--- src/rtl/smi_rx_stream_mux_if.sv ---
// smi_rx_stream_mux_if: FIFO pull and SMI read bus bundle for smi_rx_stream_mux
// Optional macro: SMI_TEST_PATTERN_EN adds smi_test.
// Ports (slave view, DUT side):
//   fifo_empty   in   NUM_CH         per-channel FIFO empty
//   fifo_pull    out  NUM_CH         per-channel pull pulse
//   fifo_data    in   NUM_CH*WORD_W  pulled words, channel c at [c*WORD_W +: WORD_W]
//   smi_ch       in   CH_W           channel select
//   smi_soe_se   in   1              asynchronous SMI read strobe, active-low
//   smi_data_out out  DATA_W         SMI read data
//   smi_read_req out  1              data-available request
//   smi_test     in   1              test pattern enable (SMI_TEST_PATTERN_EN only)
interface smi_rx_stream_mux_if #(
    parameter int NUM_CH = 2,
    parameter int WORD_W = 32,
    parameter int DATA_W = 8,
    parameter int CH_W   = 1
);
    logic [NUM_CH-1:0]        fifo_empty;
    logic [NUM_CH-1:0]        fifo_pull;
    logic [NUM_CH*WORD_W-1:0] fifo_data;
    logic [CH_W-1:0]          smi_ch;
    logic                     smi_soe_se;
    logic [DATA_W-1:0]        smi_data_out;
    logic                     smi_read_req;
`ifdef SMI_TEST_PATTERN_EN
    logic                     smi_test;
    modport master (output fifo_empty, fifo_data, smi_ch, smi_soe_se, smi_test,
                    input fifo_pull, smi_data_out, smi_read_req);
    modport slave (input fifo_empty, fifo_data, smi_ch, smi_soe_se, smi_test,
                   output fifo_pull, smi_data_out, smi_read_req);
`else
    modport master (output fifo_empty, fifo_data, smi_ch, smi_soe_se,
                    input fifo_pull, smi_data_out, smi_read_req);
    modport slave (input fifo_empty, fifo_data, smi_ch, smi_soe_se,
                   output fifo_pull, smi_data_out, smi_read_req);
`endif
endinterface

--- src/rtl/smi_rx_stream_mux.sv ---
// smi_rx_stream_mux: serialises per-channel FIFO words MSB-first onto the SMI read bus
// Optional macro: SMI_TEST_PATTERN_EN replaces beat data with an LFSR pattern.
// Ports:
//   i_sys_clk    in   1       system clock
//   i_rst        in   1       synchronous reset, active-high
//   i_ioc        in   5       register index
//   i_cs         in   1       module select
//   i_fetch_cmd  in   1       register read strobe
//   o_data_out   out  8       register read data
//   o_underrun   out  NUM_CH  sticky per-channel underrun flags
//   bus          slave        FIFO pull and SMI bus (smi_rx_stream_mux_if)
module smi_rx_stream_mux #(
    parameter int              NUM_CH         = 2,
    parameter int              WORD_W         = 32,
    parameter int              DATA_W         = 8,
    parameter int              CH_W           = 1,
    parameter logic [DATA_W-1:0] UNDERRUN_FILL = '0,
    parameter logic [7:0]      MODULE_VERSION = 8'h02
) (
    input  logic              i_sys_clk,
    input  logic              i_rst,
    input  logic [4:0]        i_ioc,
    input  logic              i_cs,
    input  logic              i_fetch_cmd,
    output logic [7:0]        o_data_out,
    output logic [NUM_CH-1:0] o_underrun,
    smi_rx_stream_mux_if.slave bus
);
    localparam int BEATS = WORD_W / DATA_W;
    localparam int CNT_W = BEATS > 1 ? $clog2(BEATS) : 1;
    typedef enum logic [1:0] {EMPTY, REQ, LOADED} state_t;
    state_t                       r_state [NUM_CH];
    logic [CNT_W-1:0]             r_cnt [NUM_CH];
    logic [BEATS-1:0][DATA_W-1:0] r_word [NUM_CH];
    logic                         r_s1, r_s2, r_s3;
    logic [NUM_CH-1:0]            r_und, w_loaded, w_idle, w_hit, w_und_set;
    logic                         w_beat, w_test, w_take, w_ch_ok, w_sel_loaded, w_fetch;
    logic [CH_W-1:0]              w_sel;
    logic [DATA_W-1:0]            w_beat_data, w_lfsr_out;
    logic [7:0]                   w_status;

    assign w_beat  = r_s3 & ~r_s2;
    assign w_take  = w_beat & ~w_test;
    assign w_fetch = i_cs & i_fetch_cmd;
    assign w_ch_ok = 32'(bus.smi_ch) < NUM_CH;
    assign w_sel   = w_ch_ok ? bus.smi_ch : '0;
    assign w_hit   = w_take && w_ch_ok ? NUM_CH'(1) << w_sel : '0;
    assign w_sel_loaded = w_ch_ok && r_state[w_sel] == LOADED;
    assign w_beat_data  = w_test ? w_lfsr_out :
                          w_sel_loaded ? r_word[w_sel][CNT_W'(BEATS-1) - r_cnt[w_sel]] : UNDERRUN_FILL;
    assign w_und_set = w_hit & ~w_loaded;
    assign w_status  = (8'(w_loaded) << 4) | 8'(bus.fifo_empty);
    assign o_underrun = r_und;
    // Pull is asserted in the EMPTY cycle so the FIFO's 1-cycle read data lands during REQ.
    assign bus.fifo_pull = i_rst ? '0 : w_idle & ~bus.fifo_empty;

`ifdef SMI_TEST_PATTERN_EN
    localparam logic [DATA_W-1:0] SEED = DATA_W'(8'h56);
    logic [DATA_W-1:0] r_lfsr;
    assign w_test = bus.smi_test;
    // An all-zero state would lock up; it is replaced by the seed before use.
    assign w_lfsr_out = r_lfsr == '0 ? SEED : r_lfsr;
    always_ff @(posedge i_sys_clk) begin
        if (i_rst)
            r_lfsr <= SEED;
        else if (w_beat && w_test)
            r_lfsr <= {w_lfsr_out[2] ^ w_lfsr_out[3], w_lfsr_out[DATA_W-1:1]};
    end
`else
    assign w_test     = 1'b0;
    assign w_lfsr_out = '0;
`endif

    always_comb begin
        w_loaded = '0;
        w_idle   = '0;
        for (int c = 0; c < NUM_CH; c++) begin
            w_loaded[c] = r_state[c] == LOADED;
            w_idle[c]   = r_state[c] == EMPTY;
        end
    end

    always_ff @(posedge i_sys_clk) begin
        for (int c = 0; c < NUM_CH; c++) begin
            if (i_rst) begin
                r_state[c] <= EMPTY;
                r_cnt[c]   <= '0;
            end else if (r_state[c] == EMPTY) begin
                if (!bus.fifo_empty[c])
                    r_state[c] <= REQ;
            end else if (r_state[c] == REQ) begin
                r_state[c] <= LOADED;
                r_word[c]  <= bus.fifo_data[c*WORD_W +: WORD_W];
                r_cnt[c]   <= '0;
            end else if (w_hit[c]) begin
                r_cnt[c]   <= r_cnt[c] == CNT_W'(BEATS-1) ? '0 : r_cnt[c] + CNT_W'(1);
                r_state[c] <= r_cnt[c] == CNT_W'(BEATS-1) ? EMPTY : LOADED;
            end
        end
    end

    always_ff @(posedge i_sys_clk) begin
        if (i_rst) begin
            {r_s1, r_s2, r_s3} <= 3'b111;
            bus.smi_data_out   <= '0;
            bus.smi_read_req   <= 1'b0;
            r_und              <= '0;
            o_data_out         <= '0;
        end else begin
            {r_s1, r_s2, r_s3} <= {bus.smi_soe_se, r_s1, r_s2};
            if (w_beat)
                bus.smi_data_out <= w_beat_data;
            bus.smi_read_req <= w_test | (|(w_loaded | ~bus.fifo_empty));
            // A new underrun in the clearing cycle survives the read-to-clear.
            r_und <= (w_fetch && i_ioc == 5'd2 ? '0 : r_und) | w_und_set;
            if (w_fetch)
                o_data_out <= i_ioc == 5'd0 ? MODULE_VERSION :
                              i_ioc == 5'd1 ? w_status :
                              i_ioc == 5'd2 ? 8'(r_und) : o_data_out;
        end
    end
endmodule
--- src/flat_wrapper.sv ---
// flat-port wrapper written by rule: the top's interface ports become plain ports
module smi_rx_stream_mux_flat 
#(
    parameter int              NUM_CH         = 2,
    parameter int              WORD_W         = 32,
    parameter int              DATA_W         = 8,
    parameter int              CH_W           = 1,
    parameter logic [DATA_W-1:0] UNDERRUN_FILL = '0,
    parameter logic [7:0]      MODULE_VERSION = 8'h02
)
  (i_sys_clk, i_rst, i_ioc, i_cs, i_fetch_cmd, o_data_out, o_underrun, bus_fifo_empty, bus_fifo_data, bus_smi_ch, bus_smi_soe_se, bus_fifo_pull, bus_smi_data_out, bus_smi_read_req);
  smi_rx_stream_mux_if #(.NUM_CH(NUM_CH), .WORD_W(WORD_W), .DATA_W(DATA_W), .CH_W(CH_W)) bus_i ();
  input  logic i_sys_clk;
  input  logic i_rst;
  input  logic [4:0] i_ioc;
  input  logic i_cs;
  input  logic i_fetch_cmd;
  output logic [7:0] o_data_out;
  output logic [NUM_CH-1:0] o_underrun;
  input wire logic [$bits(bus_i.fifo_empty)-1:0] bus_fifo_empty;
  input wire logic [$bits(bus_i.fifo_data)-1:0] bus_fifo_data;
  input wire logic [$bits(bus_i.smi_ch)-1:0] bus_smi_ch;
  input wire logic [$bits(bus_i.smi_soe_se)-1:0] bus_smi_soe_se;
  output wire logic [$bits(bus_i.fifo_pull)-1:0] bus_fifo_pull;
  output wire logic [$bits(bus_i.smi_data_out)-1:0] bus_smi_data_out;
  output wire logic [$bits(bus_i.smi_read_req)-1:0] bus_smi_read_req;
  assign bus_i.fifo_empty = bus_fifo_empty;
  assign bus_i.fifo_data = bus_fifo_data;
  assign bus_i.smi_ch = bus_smi_ch;
  assign bus_i.smi_soe_se = bus_smi_soe_se;
  assign bus_fifo_pull = bus_i.fifo_pull;
  assign bus_smi_data_out = bus_i.smi_data_out;
  assign bus_smi_read_req = bus_i.smi_read_req;
  smi_rx_stream_mux #(.NUM_CH(NUM_CH), .WORD_W(WORD_W), .DATA_W(DATA_W), .CH_W(CH_W), .UNDERRUN_FILL(UNDERRUN_FILL), .MODULE_VERSION(MODULE_VERSION)) u_core (.i_sys_clk(i_sys_clk), .i_rst(i_rst), .i_ioc(i_ioc), .i_cs(i_cs), .i_fetch_cmd(i_fetch_cmd), .o_data_out(o_data_out), .o_underrun(o_underrun), .bus(bus_i));
endmodule
--- config.mk ---
export PLATFORM = sky130hd
export DESIGN_NAME = smi_rx_stream_mux_flat
export DESIGN_NICKNAME = d
export VERILOG_FILES = /design/src/rtl/smi_rx_stream_mux_if.sv /design/src/rtl/smi_rx_stream_mux.sv /design/src/flat_wrapper.sv
export SDC_FILE = /design/constraint.sdc
export NUM_CORES = 1
export LEC_CHECK = 0
export CAP_MARGIN = 5
export CORE_MARGIN = 4
export CORE_UTILIZATION = 48
export DETAILED_ROUTE_END_ITERATION = 8
export PLACE_DENSITY = 0.87
export SKIP_LAST_GASP = 1
export SLEW_MARGIN = 20
export SYNTH_ARGS = -nofsm -noshare
export SYNTH_HDL_FRONTEND = slang
export SYNTH_SLANG_ARGS = --single-unit
--- constraint.sdc ---
create_clock -name i_sys_clk -period 5.6 [get_ports i_sys_clk]
set_input_delay 1.12 -clock i_sys_clk [delete_from_list [all_inputs] [get_ports i_sys_clk]]
set_output_delay 1.12 -clock i_sys_clk [all_outputs]
set_load 0.01 [all_outputs]
**Word-level counts from Yosys, hierarchy flattened**

Memory sizes are Yosys's and may differ from the RTL's.
Index checks and enable logic that the tools add are counted.

- Add/subtract/negate cells: 3
- Magnitude comparators: 1
- Equality and inequality tests: 9
- Shift operators: 1
- Mux-type cells: 51
- Bitwise logic cells: 20
- Reduce and logical (&&, ||, !) cells: 7

Operators with widths:

| cell | number |
|---|---|
| 8-bit two-way mux | 5 |
| 2-bit two-way mux | 17 |
| 1-bit two-way mux | 28 |
| 8-bit binary-select mux with 2-bit select | 1 |
| 2-bit equality test (second input constant) | 5 |
| 1-bit OR | 10 |
| 6-bit by 2-bit OR with 6-bit output | 1 |
| 5-bit by 1-bit equality test with 1-bit output (second input constant) | 1 |
| 5-bit by 2-bit equality test with 1-bit output (second input constant) | 1 |
| 5-bit zero test | 1 |
| 2-bit by 1-bit adder with 2-bit output (second input constant) | 2 |
| 2-bit bitwise AND | 2 |
| 2-bit by 1-bit equality test with 1-bit output (second input constant) | 2 |
| 2-bit zero test | 2 |
| 2-bit inverter | 2 |
| 2-bit OR | 2 |
| 2-bit by 3-bit less-than comparator with 1-bit output (second input constant) | 1 |
| 3-bit nonzero test | 1 |
| 1-bit bitwise AND | 2 |
| 2-bit AND reduction | 1 |
| 2-bit OR reduction | 1 |
| 1-bit by 1-bit << shifter with 2-bit output (first input constant) | 1 |
| 2-bit subtractor (first input constant) | 1 |
| 1-bit logical AND | 1 |
| 1-bit inverter | 1 |

- Bits in registers: 22
- Memory bits (writable): 72
- Input bits: 77
- Output and inout port bits: 21
- Logic and storage cells: 102
- Memories: 3

Memory list:

| name | words | bits a word | read ports | clocked after memory_dff | write ports | line | RTL |
|---|---|---|---|---|---|---|---|
| u_core.r_word | 2 | 32 | 1 | 0 | 2 | smi_rx_stream_mux.sv:34 | `logic [BEATS-1:0][DATA_W-1:0] r_word [NUM_CH];` |
| u_core.r_cnt | 2 | 2 | 3 | 0 | 2 | smi_rx_stream_mux.sv:33 | `logic [CNT_W-1:0] r_cnt [NUM_CH];` |
| u_core.r_state | 2 | 2 | 3 | 0 | 2 | smi_rx_stream_mux.sv:32 | `state_t r_state [NUM_CH];` |

**Longest topological paths before layout**

Gate-level depths: netlist of the first run.

- Word-level depth: 9
- Depth in mapped cells: 6
- Mapped depth without buffers: 4

**Least setup slack after synthesis of the first run**

Ideal clock, no wire load.

- Path type: input -> register
- Start: input port i_rst
- End: memory u_core.r_word[0][0] in the netlist's numbering, enable pin
- Library setup time: 0.469 ns
- Arrival: 3.744 ns
- Required time: 5.131 ns
- Setup slack: 1.386 ns
- Stages: 2
- Path buffers: 1
- Path through: clkbuf_1 -> nor3b_1

RTL lines:

| what | line | RTL |
|---|---|---|
| start: declaration | flat_wrapper.sv:14 | `input logic i_rst;` |
| end: declaration | smi_rx_stream_mux.sv:34 |  |

**Final worst setup path of the first run**

- Start: input port i_rst
- End: output port bus_fifo_pull[1]

- Cells in the longest elaborated chain, start to end: 1

RTL lines:

| what | line | RTL |
|---|---|---|
| 2-bit two-way mux | smi_rx_stream_mux.sv:55 | `assign bus.fifo_pull = i_rst ? '0 : w_idle & ~bus.fifo_empty;` |
| end: declaration | flat_wrapper.sv:24 | `output wire logic [$bits(bus_i.fifo_pull)-1:0] bus_fifo_pull;` |

Every way passes these cells.

==> results_dict.tcl, run 1 <==
set metrics [dict create \
    status "completed" \
    core-area_sq_mm 0.00733 \
    first_iter_violations 85 \
    die_area_sq_mm 0.00907 \
    timing.hold.worst_endpoint "u_core.r_s2" \
    row_count 31 \
    routabilityCongestion 0.751 \
    max_freq_mhz 244 \
    reg2reg_depth 4 \
    synth-seq-area-share_pct 69.0 \
    holdPathStages 1 \
    cts_resized 0 \
    yosys_warnings 0 \
    synth_area_sq_mm 0.00365 \
    numCtsBuffers 9 \
    crit_fanout 22 \
    io_pins 98 \
    nFillCells 535 \
    vdd_drop_max_uv 168 \
    htree_num_levels 3 \
    worst_clock_skew_ns 0.00729 \
    grt_pass1_wl_um 11900 \
    relSlewSlack_pct 38.6 \
    drive_above_1_share_pct 9.80 \
    arrival_ns 2.98 \
    nNetsFinal 431 \
    synth_simple_gate_area_share_pct 10.3 \
    cts_hold_buf 0 \
    p_leak_nw 1.66 \
    final_hold_viol_count 0 \
    setup_tns_ns 0 \
    ys_top_cells_by_area "edfxtp_1, dfxtp_1, mux2i_1, o22ai_1, nand2_1" \
    clk-insertion-delay-late_ns 0.36 \
    clk_pin_slew_ns 0.10 \
    post-route-period-util_pct 73.3 \
    cts.sinks 90 \
    synthesis.area_per_instance_sq_um 14.2 \
    r2r-end "u_core.bus.smi_data_out[2]" \
    die_h_um 95.3 \
    clock_tree.buffer_depth 2 \
    ys_ff_latch 90 \
    rsz0062_at_grt "false" \
    synth-compound-area-share_pct 8.66 \
    whs_ns 0.443 \
    synth_cell_type_count 37 \
    drtAntennaViolNets 0 \
    synthAdderAreaFrac_pct 0.685 \
    grt_max_degree 34 \
    crit-reg2reg-launch "u_core.r_cnt[1][1]" \
    max_cap_violations 0 \
    min_period_ns 4.10 \
    worst_pin_slew_ns 0.921 \
    p_per_area_mw_per_mm2 289 \
    synth_top_family_by_area "simple AND/OR/NAND/NOR gates" \
    dp_hpwl_um 5530 \
    start_util_pct 49.9 \
    port_buffers 93 \
    area_delta_synth_final_pct 32.9 \
    antenna_found_initial 0 \
    post-route-drc-count 0 \
    cp.required_ns 4.48 \
    reg2reg_slack_ns 3.72 \
    min_path_type "flip-flop to flip-flop" \
    setup_viol 0 \
    synth_top_cell_by_area "edfxtp_1" \
    grt_usage_pct 17.8 \
    drt-total-wl_um 7840 \
    grt_pass1_vias 2520 \
    hold_start "u_core.r_s1" \
    vias 2386 \
    slew_violations 0 \
    overflow 0 \
    cts_root_buffer "clkbuf_8" \
    die_x_um 95.3 \
    cts_setup_buffers 0 \
    dr.pass1.iters 4 \
    synth_xor_area_share_pct 0 \
    avgViaCountPerCell 5.23 \
    synthMuxAreaShare_pct 8.35 \
    cp-start-kind "input port" \
    drt-wirelength-per-cell_um 17.2 \
    end_kind "primary output" \
    antenna_cells 0 \
    netlist_instances 257 \
    cts_tree "done" \
    criticalPathCategory "input port to primary output" \
    yosysTopAreaCellShare_pct 59.2 \
]
## area by class of cell
type	count	area, sq um	share of cell area (%)
Sequential cell	90	2520	51.9
Multi-Input combinational cell	151	1050	21.6
Timing Repair Buffer	95	946	19.5
Clock buffer	9	124	2.55
Tap cell	99	124	2.55
Clock inverter	7	73.8	1.52
Inverter	5	18.8	0.386
## kinds of logic (layout without fill, tap and decap cells)
kind of cell    Yosys count  after routing
compound gates           47             47
other cells               1              4
mux                      30             30
fa+ha+maj                 2              2
buf+inv                  19            116
flops                    90             90
simple gates             68             68
## Yosys cell counts (all sizes together)
cell type  instances
nor4               4
buf               11
a221oi             4
a22o               4
or3                2
mux2i             26
a22oi              2
dfxtp             18
o22ai             14
and3b              1
nand3b             1
o21ai             10
nor3b              2
clkbuf             3
o31ai              1
a41oi              1
ha                 2
edfxtp            72
nand2b            10
a21oi             10
nand2             19
conb               1
mux2               4
inv                5
a2bb2oi            1
or2                6
nor3               2
nor2b              3
nor2              14
nand3              3
nand4              1
## how the worst max path moves through the flow
stage                           to  cells after the start  start  slack, ns
5_1_grt           bus_fifo_pull[1]                      3  i_rst       1.33
4_1_cts           bus_fifo_pull[1]                      3  i_rst       1.44
3_5_place_dp      bus_fifo_pull[1]                      3  i_rst       1.43
2_1_floorplan  u_core.r_word[0][0]                      2  i_rst       1.39
3_3_place_gp      bus_fifo_pull[1]                      3  i_rst       1.51
6_report          bus_fifo_pull[1]                      3  i_rst       1.50
## critical path, cell delays in order
cell and delay (ns):
clkdlybuf4s50_1 0.78, nor4_1 0.45, clkdlybuf4s50_1 0.62
## power by group
part | internal (mW) | total (mW) | switching, mW
clock | 0.175 | 0.428 | 0.253
sequential | 0.771 | 0.802 | 0.0305
combinational | 0.0967 | 0.174 | 0.0776
## placed cells by master, fill, tap and decap left out, types with 5 or more instances in the layout
cell and n:
clkbuf_8 9, o21ai_0 9, or2_2 5, dfxtp_1 18, a21oi_1 10, inv_1 5, edfxtp_1 72, nand2_1 19
nor2_1 14, clkdlybuf4s50_1 93, mux2i_1 26, nand2b_1 9, o22ai_1 14
## layer usage
metal | part of all wire (%) | wire length (um) | global-route usage, % | vias up
met1 | 40 | 3100 | 20.6 | 1126
li1 | - | - | - | 1152
met2 | 50 | 3940 | 30.6 | 100
met3 | 8.9 | 701 | 5.13 | 8
met4 | 1.2 | 93 | 8.17 | 0
met5 | 0 | 0 | 0 | -
## stage by stage
| step | utilization [%] | setup slack [ns] | power [mW] | instance area, sq um | cells |
|---|---|---|---|---|---|
| detailed placement | 63.6 | 1.43 | 0.993 | 4660 | 440 |
| finish | 66.3 | 1.50 | 1.40 | 4860 | 456 |
| global placement | 63.6 | 1.51 | 0.985 | 4660 | 440 |
| global route | 66.3 | 1.33 | 1.46 | 4860 | 456 |
| floorplan | - | 1.39 | 0.903 | 3670 | 260 |
| CTS | 66.3 | 1.44 | 1.41 | 4860 | 456 |
## flip-flops by register name (all words and copies together) (netlist names)
signal                   cells
u_core.r_s1                  1
u_core.r_state               4
u_core.r_cnt                 4
u_core.o_data_out            4
u_core.bus.smi_read_req      1
u_core.r_s3                  1
u_core.r_word               64
u_core.r_s2                  1
u_core.o_underrun            2
u_core.bus.smi_data_out      8
Note: power is estimated with default switching activity, not from simulation.
==> run 2, diff against run 1 <==
==> constraint.sdc (replaced) <==
create_clock -name i_sys_clk -period 3.8 [get_ports i_sys_clk]
set_input_delay 0.76 -clock i_sys_clk [delete_from_list [all_inputs] [get_ports i_sys_clk]]
set_output_delay 0.76 -clock i_sys_clk [all_outputs]
set_load 0.01 [all_outputs]
==> run 2 against run 1 <==
Net effect: count of clock-buffer cells in the layout stayed put; register-to-register slack worse by 1.9 ns; flip-flop and latch count stayed put; first-iteration DRC count is 28% higher; sequential power is 47% higher; via count is 1.6% higher; total power is 55% higher; die area stayed put; clock skew is 0.0020 ns higher; worst setup slack worse by 0.70 ns; critical path type unchanged; critical endpoint unchanged; highest routed layer unchanged.
==> results_dict.tcl, run 2 (same netlist as run 1, synthesis figures left out) <==
set metrics [dict create \
    grt_use_met3_pct 5.45 \
    crit_top_cell "clkdlybuf4s50_1" \
    cts.sinks 90 \
    min_period_ns 3.00 \
    max_freq_mhz 333 \
    whs_ns 0.434 \
    clk-insertion-delay-late_ns 0.35 \
    cts_tree "done" \
    min_path_type "flip-flop to flip-flop" \
    antenna_cells 0 \
    start_util_pct 49.9 \
    die_x_um 95.3 \
    largest-register "u_core.r_word" \
    grt_max_degree 34 \
    r2r-end "u_core.bus.smi_data_out[2]" \
    cp-start-kind "input port" \
    p_per_area_mw_per_mm2 445 \
    antenna_found_initial 0 \
    area_delta_synth_final_pct 34.0 \
    largest_reg_flops 64 \
    setup_viol 0 \
    use_met2_pct 30.3 \
    arrival_ns 2.24 \
    cp.required_ns 3.04 \
    grt_usage_pct 18.1 \
    status "completed" \
    p_leak_nw 1.69 \
    clk_pin_slew_ns 0.09 \
    dp_hpwl_um 5570 \
    overflow 0 \
    max_cap_violations 0 \
    reg_top3 "u_core.r_word: 64 flops, u_core.bus.smi_data_out: 8 flops" \
    power.total_mw 2.18 \
    nNetsFinal 432 \
    io_pins 98 \
    crit_path_max_incr_delay_ns 0.61 \
    grt_pass1_wl_um 12000 \
    critPathCapture "bus_fifo_pull[1]" \
    row_count 31 \
    crit_cells 3 \
    drive_above_1_share_pct 10.1 \
    first_iter_violations 109 \
    multi_input_area_sq_mm 0.00105 \
    final_hold_viol_count 0 \
    grt_busiest_layer "met2" \
    setup_tns_ns 0 \
    crit_fanout 4 \
    reg2reg_depth 4 \
    die_area_sq_mm 0.00907 \
    crit_path_cell_trace "clkdlybuf4s50_1 > nor4_1 > clkdlybuf4s50_1" \
    port_buffers 93 \
    register_area_sq_mm 0.00252 \
    core-area_sq_mm 0.00733 \
    cp_slowest_cell "clkdlybuf4s50_1" \
    cts_root_buffer "clkbuf_8" \
    crit-reg2reg-launch "u_core.r_cnt[1][1]" \
    routabilityCongestion 0.788 \
    placedCellCount 441 \
    cts_setup_buffers 0 \
    rsz0062_at_grt "false" \
    clock_tree.buffer_depth 2 \
    cpLargestDelayFamily "buffers and inverters" \
    cts_hold_buf 0 \
    stdcell_count 457 \
    reg2reg_slack_ns 1.85 \
    slew_violations 0 \
    cts_resized 0 \
    drt-wirelength-per-cell_um 16.9 \
    end_kind "primary output" \
    post-route-period-util_pct 78.9 \
    vias 2425 \
    criticalPathCategory "input port to primary output" \
    drt-total-wl_um 7730 \
    nFillCells 490 \
    startpoint "bus_fifo_empty[1]" \
    worst_clock_skew_ns 0.00934 \
    layout_common_cells "clkdlybuf4s50_1, edfxtp_1, mux2i_1" \
    use_met1_pct 20.7 \
    drtAntennaViolNets 0 \
    post-route-drc-count 0 \
    grt_pass1_vias 2607 \
    path_buf_inv 2 \
    vdd_drop_max_uv 386 \
    relSlewSlack_pct 33.6 \
    avgViaCountPerCell 5.31 \
    htree_num_levels 3 \
    numCtsBuffers 9 \
    worst_pin_slew_ns 0.996 \
    final_common_cell "clkdlybuf4s50_1" \
    die_h_um 95.3 \
    dr.pass1.iters 4 \
]
==> run 2: changes by cell type in the layout (fill, tap and decap cells not counted), sizes merged <==
cell	change
clkinv	-4
bufinv	+2
inv	+2
buf	+1
==> run 2: through the flow <==
| step | util [%] | worst slack [ns] | area (sq um) |
|---|---|---|---|
| 3_3_place_gp | 63.7 | 0.788 | 4670 |
| 3_5_place_dp | 63.7 | 0.790 | 4670 |
| 6_report | 66.8 | 0.801 | 4900 |
| 4_1_cts | 66.8 | 0.790 | 4900 |
| 5_1_grt | 66.8 | 0.724 | 4900 |
| 2_1_floorplan | - | -0.0537 | 3670 |
==> run 2: final cells by class <==
cell class                 instances  share of cell area (%)
clock inverter                     7                    2.17
multi-input combinational        151                    21.4
sequential                        90                    51.5
timing repair buffer              96                    19.5
clock buffer                       9                    2.53
inverter                           5                   0.383
tap                               99                    2.53
==> run 2: worst min-delay path by stage <==
stage / from / endpoint / slack (ns) / depth (start not counted)
finish: u_core.r_s1 / u_core.r_s2 / 0.43 / 1
global route: u_core.r_s1 / u_core.r_s2 / 0.47 / 1
CTS: u_core.r_s1 / u_core.r_s2 / 0.43 / 1
detailed placement: u_core.r_s1 / u_core.r_s2 / 0.40 / 1
global placement: u_core.r_s1 / u_core.r_s2 / 0.40 / 1
floorplan: u_core.r_s1 / u_core.r_s2 / 0.39 / 1
==> run 2: report_power, final <==
part | internal, mW | switching, mW
registers | 1.14 | 0.0462
logic | 0.143 | 0.116
clock network | 0.384 | 0.351
total | 1.66 | 0.514
==> run 2: layer usage <==
| metal | up-vias | share of wire, % |
|---|---|---|
| li1 | 1150 | - |
| met1 | 1145 | 39 |
| met2 | 113 | 50 |
| met3 | 17 | 9.0 |
| met4 | 0 | 2.2 |
| met5 | - | 0 |
==> run 2: worst reg2reg max path, stage by stage, from the launching register on <==
cell and delay, ns:
edfxtp_1 1.02, mux2i_1 0.26, o22ai_1 0.24, a21oi_1 0.08, a221oi_2 0.27
